$ cat src/rtl/rmux_pkg.sv
// Shared types and widths for the reversible-mux scan controller and its bench.
package rmux_pkg;

    localparam int WORD_W = 4;
    localparam int SEL_W  = 2;

    typedef enum logic [1:0] {
        IDLE,
        SCAN,
        DONE
    } scan_state_t;

endpackage

$ cat src/rtl/rmux_scan_ctrl_if.sv
// Upstream word handshake and downstream result handshake of the scan controller.
interface rmux_scan_ctrl_if;
    import rmux_pkg::*;

    logic              in_valid;
    logic              in_ready;
    logic [WORD_W-1:0] in_data;
    logic              out_valid;
    logic              out_ready;
    logic [WORD_W-1:0] out_data;
    logic              err;

    modport master (
        output in_valid, in_data, out_ready,
        input  in_ready, out_valid, out_data, err
    );

    modport slave (
        input  in_valid, in_data, out_ready,
        output in_ready, out_valid, out_data, err
    );

endinterface

$ cat src/rtl/rmux_sample_slot.sv
// Slot sequencer: settle counter per select slot plus the select counter itself.
// Emits a sample strobe at the end of each slot and a last strobe on slot 3.
module rmux_sample_slot
    import rmux_pkg::*;
#(
    parameter int unsigned SETTLE_CYC = 1
) (
    input  logic             clk,
    input  logic             rst_n,
    input  logic             start,
    input  logic             run,
    output logic [SEL_W-1:0] sel,
    output logic             sample,
    output logic             last
);

    localparam logic [2:0] SETTLE_LIM = 3'(SETTLE_CYC);

    logic [2:0] settle_cnt;

    assign sample = run && (settle_cnt == SETTLE_LIM);
    assign last   = sample && (sel == '1);

    // Settle and select counters; sel wraps 3->0 on the final sample.
    always_ff @(posedge clk or negedge rst_n) begin
        if (!rst_n) begin
            settle_cnt <= '0;
            sel        <= '0;
        end else if (start) begin
            settle_cnt <= '0;
            sel        <= '0;
        end else if (run) begin
            if (sample) begin
                settle_cnt <= '0;
                sel        <= sel + 2'd1;
            end else begin
                settle_cnt <= settle_cnt + 3'd1;
            end
        end
    end

endmodule

$ cat src/rtl/rmux_scan_ctrl.sv
// Scan controller around a 4:1 reversible mux: accepts a word, steps the mux
// select through all four inputs, reassembles the sampled bits and flags any
// difference from the accepted word.
module rmux_scan_ctrl
    import rmux_pkg::*;
#(
    parameter int unsigned SETTLE_CYC = 1,
    parameter bit          CHECK_EN   = 1'b1
) (
    input  logic              clk,
    input  logic              rst_n,
    rmux_scan_ctrl_if.slave   bus,
    output logic [WORD_W-1:0] mux_in,
    output logic [SEL_W-1:0]  mux_sel,
    input  logic              mux_out,
    output logic              busy
);

    scan_state_t       state, state_nxt;
    logic [WORD_W-1:0] word_q;
    logic [WORD_W-1:0] data_q;
    logic [WORD_W-1:0] assembled;
    logic              err_q;
    logic              accept;
    logic              sample;
    logic              last;

    assign accept = (state == IDLE) && bus.in_valid;

    rmux_sample_slot #(
        .SETTLE_CYC(SETTLE_CYC)
    ) u_slot (
        .clk    (clk),
        .rst_n  (rst_n),
        .start  (accept),
        .run    (state == SCAN),
        .sel    (mux_sel),
        .sample (sample),
        .last   (last)
    );

    // State register.
    always_ff @(posedge clk or negedge rst_n) begin
        if (!rst_n) begin
            state <= IDLE;
        end else begin
            state <= state_nxt;
        end
    end

    // Next-state decode.
    always_comb begin
        state_nxt = state;
        case (state)
            IDLE:    if (bus.in_valid)  state_nxt = SCAN;
            SCAN:    if (last)          state_nxt = DONE;
            DONE:    if (bus.out_ready) state_nxt = IDLE;
            default:                    state_nxt = IDLE;
        endcase
    end

    // Current word with the bit under the active select replaced by the mux output.
    always_comb begin
        assembled          = data_q;
        assembled[mux_sel] = mux_out;
    end

    // Word capture, deserialise and compare; err uses the bit sampled on the final edge.
    always_ff @(posedge clk or negedge rst_n) begin
        if (!rst_n) begin
            word_q <= '0;
            mux_in <= '0;
            data_q <= '0;
            err_q  <= 1'b0;
        end else begin
            if (accept) begin
                word_q <= bus.in_data;
                mux_in <= bus.in_data;
            end
            if (sample) begin
                data_q <= assembled;
            end
            if (last) begin
                err_q <= CHECK_EN && (assembled != word_q);
            end else if ((state == DONE) && bus.out_ready) begin
                err_q <= 1'b0;
            end
        end
    end

    assign bus.in_ready  = (state == IDLE);
    assign bus.out_valid = (state == DONE);
    assign bus.out_data  = data_q;
    assign bus.err       = err_q;
    assign busy          = (state != IDLE);

endmodule
$ cat src/flat_wrapper.sv
// flat-port wrapper written by rule: the top's interface ports become plain ports
module rmux_scan_ctrl_flat import rmux_pkg::*;
#(
    parameter int unsigned SETTLE_CYC = 1,
    parameter bit          CHECK_EN   = 1'b1
)
  (clk, rst_n, mux_in, mux_sel, mux_out, busy, bus_in_valid, bus_in_data, bus_out_ready, bus_in_ready, bus_out_valid, bus_out_data, bus_err);
  rmux_scan_ctrl_if bus_i ();
  input  logic clk;
  input  logic rst_n;
  output logic [WORD_W-1:0] mux_in;
  output logic [SEL_W-1:0] mux_sel;
  input  logic mux_out;
  output logic busy;
  input wire logic [$bits(bus_i.in_valid)-1:0] bus_in_valid;
  input wire logic [$bits(bus_i.in_data)-1:0] bus_in_data;
  input wire logic [$bits(bus_i.out_ready)-1:0] bus_out_ready;
  output wire logic [$bits(bus_i.in_ready)-1:0] bus_in_ready;
  output wire logic [$bits(bus_i.out_valid)-1:0] bus_out_valid;
  output wire logic [$bits(bus_i.out_data)-1:0] bus_out_data;
  output wire logic [$bits(bus_i.err)-1:0] bus_err;
  assign bus_i.in_valid = bus_in_valid;
  assign bus_i.in_data = bus_in_data;
  assign bus_i.out_ready = bus_out_ready;
  assign bus_in_ready = bus_i.in_ready;
  assign bus_out_valid = bus_i.out_valid;
  assign bus_out_data = bus_i.out_data;
  assign bus_err = bus_i.err;
  rmux_scan_ctrl #(.SETTLE_CYC(SETTLE_CYC), .CHECK_EN(CHECK_EN)) u_core (.clk(clk), .rst_n(rst_n), .bus(bus_i), .mux_in(mux_in), .mux_sel(mux_sel), .mux_out(mux_out), .busy(busy));
endmodule
$ cat config.mk
export PLATFORM = sky130hd
export DESIGN_NAME = rmux_scan_ctrl_flat
export DESIGN_NICKNAME = d
export VERILOG_FILES = /design/src/rtl/rmux_pkg.sv /design/src/rtl/rmux_scan_ctrl_if.sv /design/src/rtl/rmux_sample_slot.sv /design/src/rtl/rmux_scan_ctrl.sv /design/src/flat_wrapper.sv
export SDC_FILE = /design/constraint.sdc
export NUM_CORES = 1
export LEC_CHECK = 0
export BUFFER_PORTS_ARGS = -buffer_cell sky130_fd_sc_hd__buf_2
export CORE_ASPECT_RATIO = 1.2
export CORE_MARGIN = 4
export CORE_UTILIZATION = 49
export CTS_CLUSTER_SIZE = 40
export DETAILED_ROUTE_END_ITERATION = 8
export GPL_ROUTABILITY_DRIVEN = 1
export PLACE_DENSITY = 0.75
export SLEW_MARGIN = 20
export SYNTH_ARGS = -nofsm -noshare
export SYNTH_HDL_FRONTEND = slang
export SYNTH_SLANG_ARGS = --single-unit
$ cat constraint.sdc
create_clock -name clk -period 1.63 [get_ports clk]
set_input_delay 0.326 -clock clk [delete_from_list [all_inputs] [get_ports clk]]
set_output_delay 0.326 -clock clk [all_outputs]
set_load 0.02 [all_outputs]
# --- Word-level counts from Yosys, hierarchy flattened ---
# Index checks and enable logic that the tools add are counted.
totals:
  reg_bits: 16
  inputBits: 9
  word_cells: 45
op_classes:
  n_addsub: 2
  n_lt_le_gt_ge: 2
  eq_ne: 8
  mux: 15
  n_reduce_logical: 12
ops:
  columns: ["operator", "n"]
  rows:
  - ["two-way mux 2 bit", 6]
  - ["two-way mux 3 bit", 3]
  - ["nonzero test 2 bit", 4]
  - ["case mux 2 bit (3 select lines)", 1]
  - ["logical AND 1 bit", 5]
  - ["bitwise mux 4 bit", 1]
  - ["equality test 2 bit, second input constant", 2]
  - ["inequality test 2 bit, second input constant", 2]
  - ["inequality test 4 bit", 1]
  - ["adder 3 x 1 -> 3 bit, second input constant", 1]
  - ["equality test 3 x 1 -> 1 bit, second input constant", 1]
  - ["< comparator 2 x 3 -> 1 bit, second input constant", 1]
  - ["two-way mux 1 bit", 3]
  - ["AND reduction 3 bit", 1]
  - ["adder 2 x 1 -> 2 bit, second input constant", 1]
  - ["demux 1 bit (select 2 bit)", 1]
  - ["equality test 2 x 1 -> 1 bit, second input constant", 1]
  - ["greater-or-equal comparator 2 x 1 -> 1 bit, second input constant", 1]
  - ["zero test 2 bit", 1]
  - ["inequality test 2 x 1 -> 1 bit, second input constant", 1]
  - ["AND reduction 2 bit", 1]

# --- Longest topological paths before layout ---
depth:
  ltp_word: 7
  depth_mapped: 6

# --- By module ---
# Synthesis repeated with hierarchy kept, for this count alone.
hier_totals:
  cells_unflattened: 79
  hier_area_um2: 867.1
modules_own_cells:
  columns: ["module", "n_inst", "cells_each", "area_per_inst_um2", "seq_area_each_um2"]
  rows:
  - ["rmux_scan_ctrl", 1, 52, 585.6, 275.3]
  - ["rmux_sample_slot", 1, 27, 281.5, 125.1]

# --- Worst setup path before layout ---
# Ideal clock, no wire load.
synth_timing:
  kind: "reg2reg"
  start: "register u_core.u_slot.sel[0]"
  end: "register u_core.err_q (netlist: u_core.bus.err)"
  setup_time_ns: 0.128
  arrival_time_ns: 1.401
  setup_slack_ns: 0.101
  path_stages_with_launch: 6
  path_buffers: 0
  synth_period_minus_slack_ns: 1.529
  cell_sequence: "dfrtp_1 -> ha_1 -> mux2i_1 -> xnor2_1 -> nor4_1 -> o21ai_0"
synth_via:
  elab_chain_len: 7
  word_cells_on_any_way: 11
  cone_classes: "order compare: 2; eq/ne: 2; mux: 4; reduce/logical: 3"
synth_rtl:
  columns: ["item", "line", "text"]
  rows:
  - ["start: declaration", "rmux_sample_slot.sv:12", "output logic [SEL_W-1:0] sel,"]
  - ["start signal: assignment", "rmux_sample_slot.sv:35", "sel <= sel + 2'd1;"]
  - ["< comparator 2 x 3 -> 1 bit (implied by the code) or greater-or-equal comparator 2 x 1 -> 1 bit (tied branches)", "rmux_scan_ctrl.sv:65", "assembled[mux_sel] = mux_out;"]
  - ["logical AND 1 bit (implied by the code)", "rmux_scan_ctrl.sv:65", null]
  - ["two-way mux 1 bit (implied by the code)", "rmux_scan_ctrl.sv:65", null]
  - ["demux 1 bit (select 2 bit)", null, null]
  - ["bitwise mux 4 bit", "rmux_scan_ctrl.sv:65", null]
  - ["inequality test 4 bit", "rmux_scan_ctrl.sv:84", "err_q <= CHECK_EN && (assembled != word_q);"]
  - ["two-way mux 1 bit", "rmux_scan_ctrl.sv:83", "if (last) begin"]
  - ["end signal: assignment", "rmux_scan_ctrl.sv:84", null]
  - ["end: declaration", "rmux_scan_ctrl.sv:23", "logic err_q;"]
# Parallel ways exist; a longest one is shown, timed or not.
# A chain may end at the register's enable or synchronous reset.

# --- Worst setup path after layout ---
layout_timing:
  start: "register u_core.u_slot.sel[1]"
  end: "register u_core.err_q (netlist: u_core.bus.err)"
# The elaborated chain is that of the path after synthesis.

==> reports/results.ini <==
[clock_network]
insertion_delay_ns=0.29
htreeDepth=1
clk_path_buf_depth=2
cts_sinks=16
clkTransAtPathRegs_ns=0.10
clockRootBuffer=clkbuf_4
cts_tree=built
cts_buffers=3

[min_path]
worstHoldPathType=primary input to flop

[layout]
seqCellArea_sq_um=402
fillers=135
n_antenna_cell=0
drive_above_1_share=0.505
post-route-cell-area_sq_um=1080
final_util=0.653
areaGrowthSynthToFinish_pct=24.2
multi_input_area_sq_um=470
nNetsFinal=117

[critical_path]
cp_slowest_stage_delay_ns=0.43
cp_max_fo=4
critical_path.top_delay_family=flip-flops
worst-path-buf-inv=1
slowest_stage=dfrtp_1
crit_chain=inv_2 > ha_2 > mux2i_1 > xnor2_1 > nor4_2 > o21ai_1
critPathCaptureType=flop
setup.worst_path.start_class=flop
crit_arrival_ns=1.72
required_ns=1.81
path_class=flop to flop

[power]
p_sw_frac=0.420
clkPwrFrac=0.114
p_leak_uw=0.000530
ir_drop_mv=1.19
pwr-share-comb=0.557
power_density_nw_per_um2=2180
p_sw_uw=995
p_seq_frac=0.329
p_int_uw=1370

[floorplanning]
die-height_microns=54.2
ios=23
rows=16
core_area_sq_um=1660
dieWidth_microns=46.5
dieArea_sq_um=2520
start_util=0.526

[sta]
fin_crit_sh=0.946
final_hold_viol_count=0
fin_crit_ns=1.54
final-setup-viol-count=0
fmax_mhz=649
hold_ws_ns=0.229
slew_headroom=0.762
fin_tns_setup_ns=0
clock-skew-final_ns=0.00107
drv_slew=0
worst_pin_slew_ns=0.356
rsz0062_at_grt=false

[route]
drt_iter0_drc=6
wl_microns=1630
first_pass_iters=4
wirelength_met1_microns=684
via_count=630
wl_per_cell_microns=13.7
highest_layer=met4
wl_met3_microns=116
drc=0
met2RoutedLength_microns=786
ant_nets=0
viasPerCell=5.29

[placement]
place_hpwl_microns=1170
placed_area_sq_um=995
place.gp.congestion=0.782
io_buffers=22

[global_routing]
antenna_found_initial=0
grt_pass1_wl_microns=2750
first_global_vias=618
track_usage=0.154
grt_overflow_total=0
grt_max_degree=17

[synthesis]
synthesis.area_sq_um=873
ys_seq_area_frac=0.458
synth_fp_nets=88
synth_seq_cells=16
netlist_instances=73
ys_types=25
ys_warn_count=0
syn_area_per_cell_sq_um=12.0

[outcome]
status=finished, final reports clean

[job]
cap_violations=0

[power by group through the flow]
| stage | combinational (uW) | clock, uW | sequential [uW] |
|---|---|---|---|
| after floorplan | 744 | 0 | 923 |
| after global placement | 1170 | 0 | 776 |
| after CTS | 1200 | 274 | 775 |
| final | 1320 | 270 | 780 |
| after detailed placement | 1190 | 0 | 782 |
| after global routing | 1450 | 290 | 817 |
[layer usage]
| layer | global-route usage | up-vias |
|---|---|---|
| met5 | 0 | - |
| met4 | 0.0664 | 0 |
| met3 | 0.0428 | 4 |
| met2 | 0.236 | 24 |
| met1 | 0.201 | 297 |
| li1 | - | 305 |
[flip-flops by register name, indices dropped and copies added, names as in the netlist]
register / count
u_core.bus.err: 1
u_core.bus.out_data: 4
u_core.mux_in: 4
u_core.state: 2
u_core.u_slot.sel: 2
u_core.u_slot.settle_cnt: 3
[layout make-up]
class | count | area share
multi-input combinational | 51 | 0.434
sequential | 16 | 0.370
timing repair buffer | 25 | 0.125
clock buffer | 4 | 0.0334
tap | 18 | 0.0208
inverter | 5 | 0.0173
[path summary, 6_finish.rpt]
check	from	to	slack, ns	cells after the start
setup / recovery	u_core.u_slot.sel[1]	u_core.bus.err	0.09	6
hold / removal	bus_out_ready	u_core.state[1]	0.23	2
setup reg to reg	u_core.u_slot.sel[1]	u_core.bus.err	0.09	6
hold reg to reg	u_core.u_slot.settle_cnt[1]	u_core.u_slot.settle_cnt[1]	0.52	2
max in group asynchronous	rst_n	u_core.u_slot.sel[0]	0.89	2
min in group asynchronous	rst_n	u_core.u_slot.settle_cnt[2]	0.46	2
[metrics by stage]
step           setup slack [ns]  power (uW)  cells
3_3_place_gp              0.133        1950    112
3_5_place_dp             0.0638        1970    112
4_1_cts                  0.0357        2250    117
2_1_floorplan             0.101        1670     73
5_1_grt                  0.0171        2550    119
6_report                 0.0885        2370    119
[synthesized netlist by cell type (all sizes together)]
library cell	count	share of area
nand3	1	0.0057
and2	1	0.0072
nor2b	2	0.014
xnor2	4	0.040
dfrtp	16	0.46
nor4b	1	0.010
and4bb	1	0.019
mux2	9	0.13
nor2	2	0.011
nand2b	1	0.0072
inv	5	0.021
a22o	1	0.010
mux2i	4	0.046
nand2	9	0.056
nor4	1	0.0072
or3b	1	0.010
o21ai	5	0.029
ha	6	0.086
a31oi	1	0.0072
o21bai	1	0.0086
buf	1	0.013
[kinds of logic after synthesis]
family / share of synthesized area
AOI/OAI and AO/OA: 0.0544
xor gates and xnor gates: 0.0401
adders and majority gates: 0.0860
buffers and inverters: 0.0344
DFF: 0.458
muxes: 0.179
and+or+nand+nor: 0.148
[worst reg2reg max path: cells and delay by family, from the launching register on]
family / cells / cell delay (ns)
flip-flops: 1 / 0.43
AND/OR/NAND/NOR: 1 / 0.26
multiplexers: 1 / 0.23
adder cells (fa/ha/maj): 1 / 0.20
XOR/XNOR: 1 / 0.11
AO/OA/AOI/OAI: 1 / 0.11
buffers and inverters: 1 / 0.10
[layout by cell type (no fill, tap or decap), drive strengths merged]
cell type	count
clkbuf	4
inv	5
nand3	1
a22o	1
mux2	9
nor2	2
buf	24
dfrtp	16
nand2	9
xnor2	4
dlygate4sd3	1
o21ai	5
o21bai	1
nor2b	2
and4bb	1
a31oi	1
or3b	1
mux2i	4
nor4b	1
nand2b	1
ha	6
and2	1
nor4	1
[repair_timing]
item / 4_1_cts / 5_1_grt
gates resized for setup: 0 / 9
hold buffers: 1 / 0
endpoints found under the setup margin: 0 / 1
buffers inserted: 0 / 2
hold endpoints to repair: 16 / 0
Power figures use the tool's default switching activity.
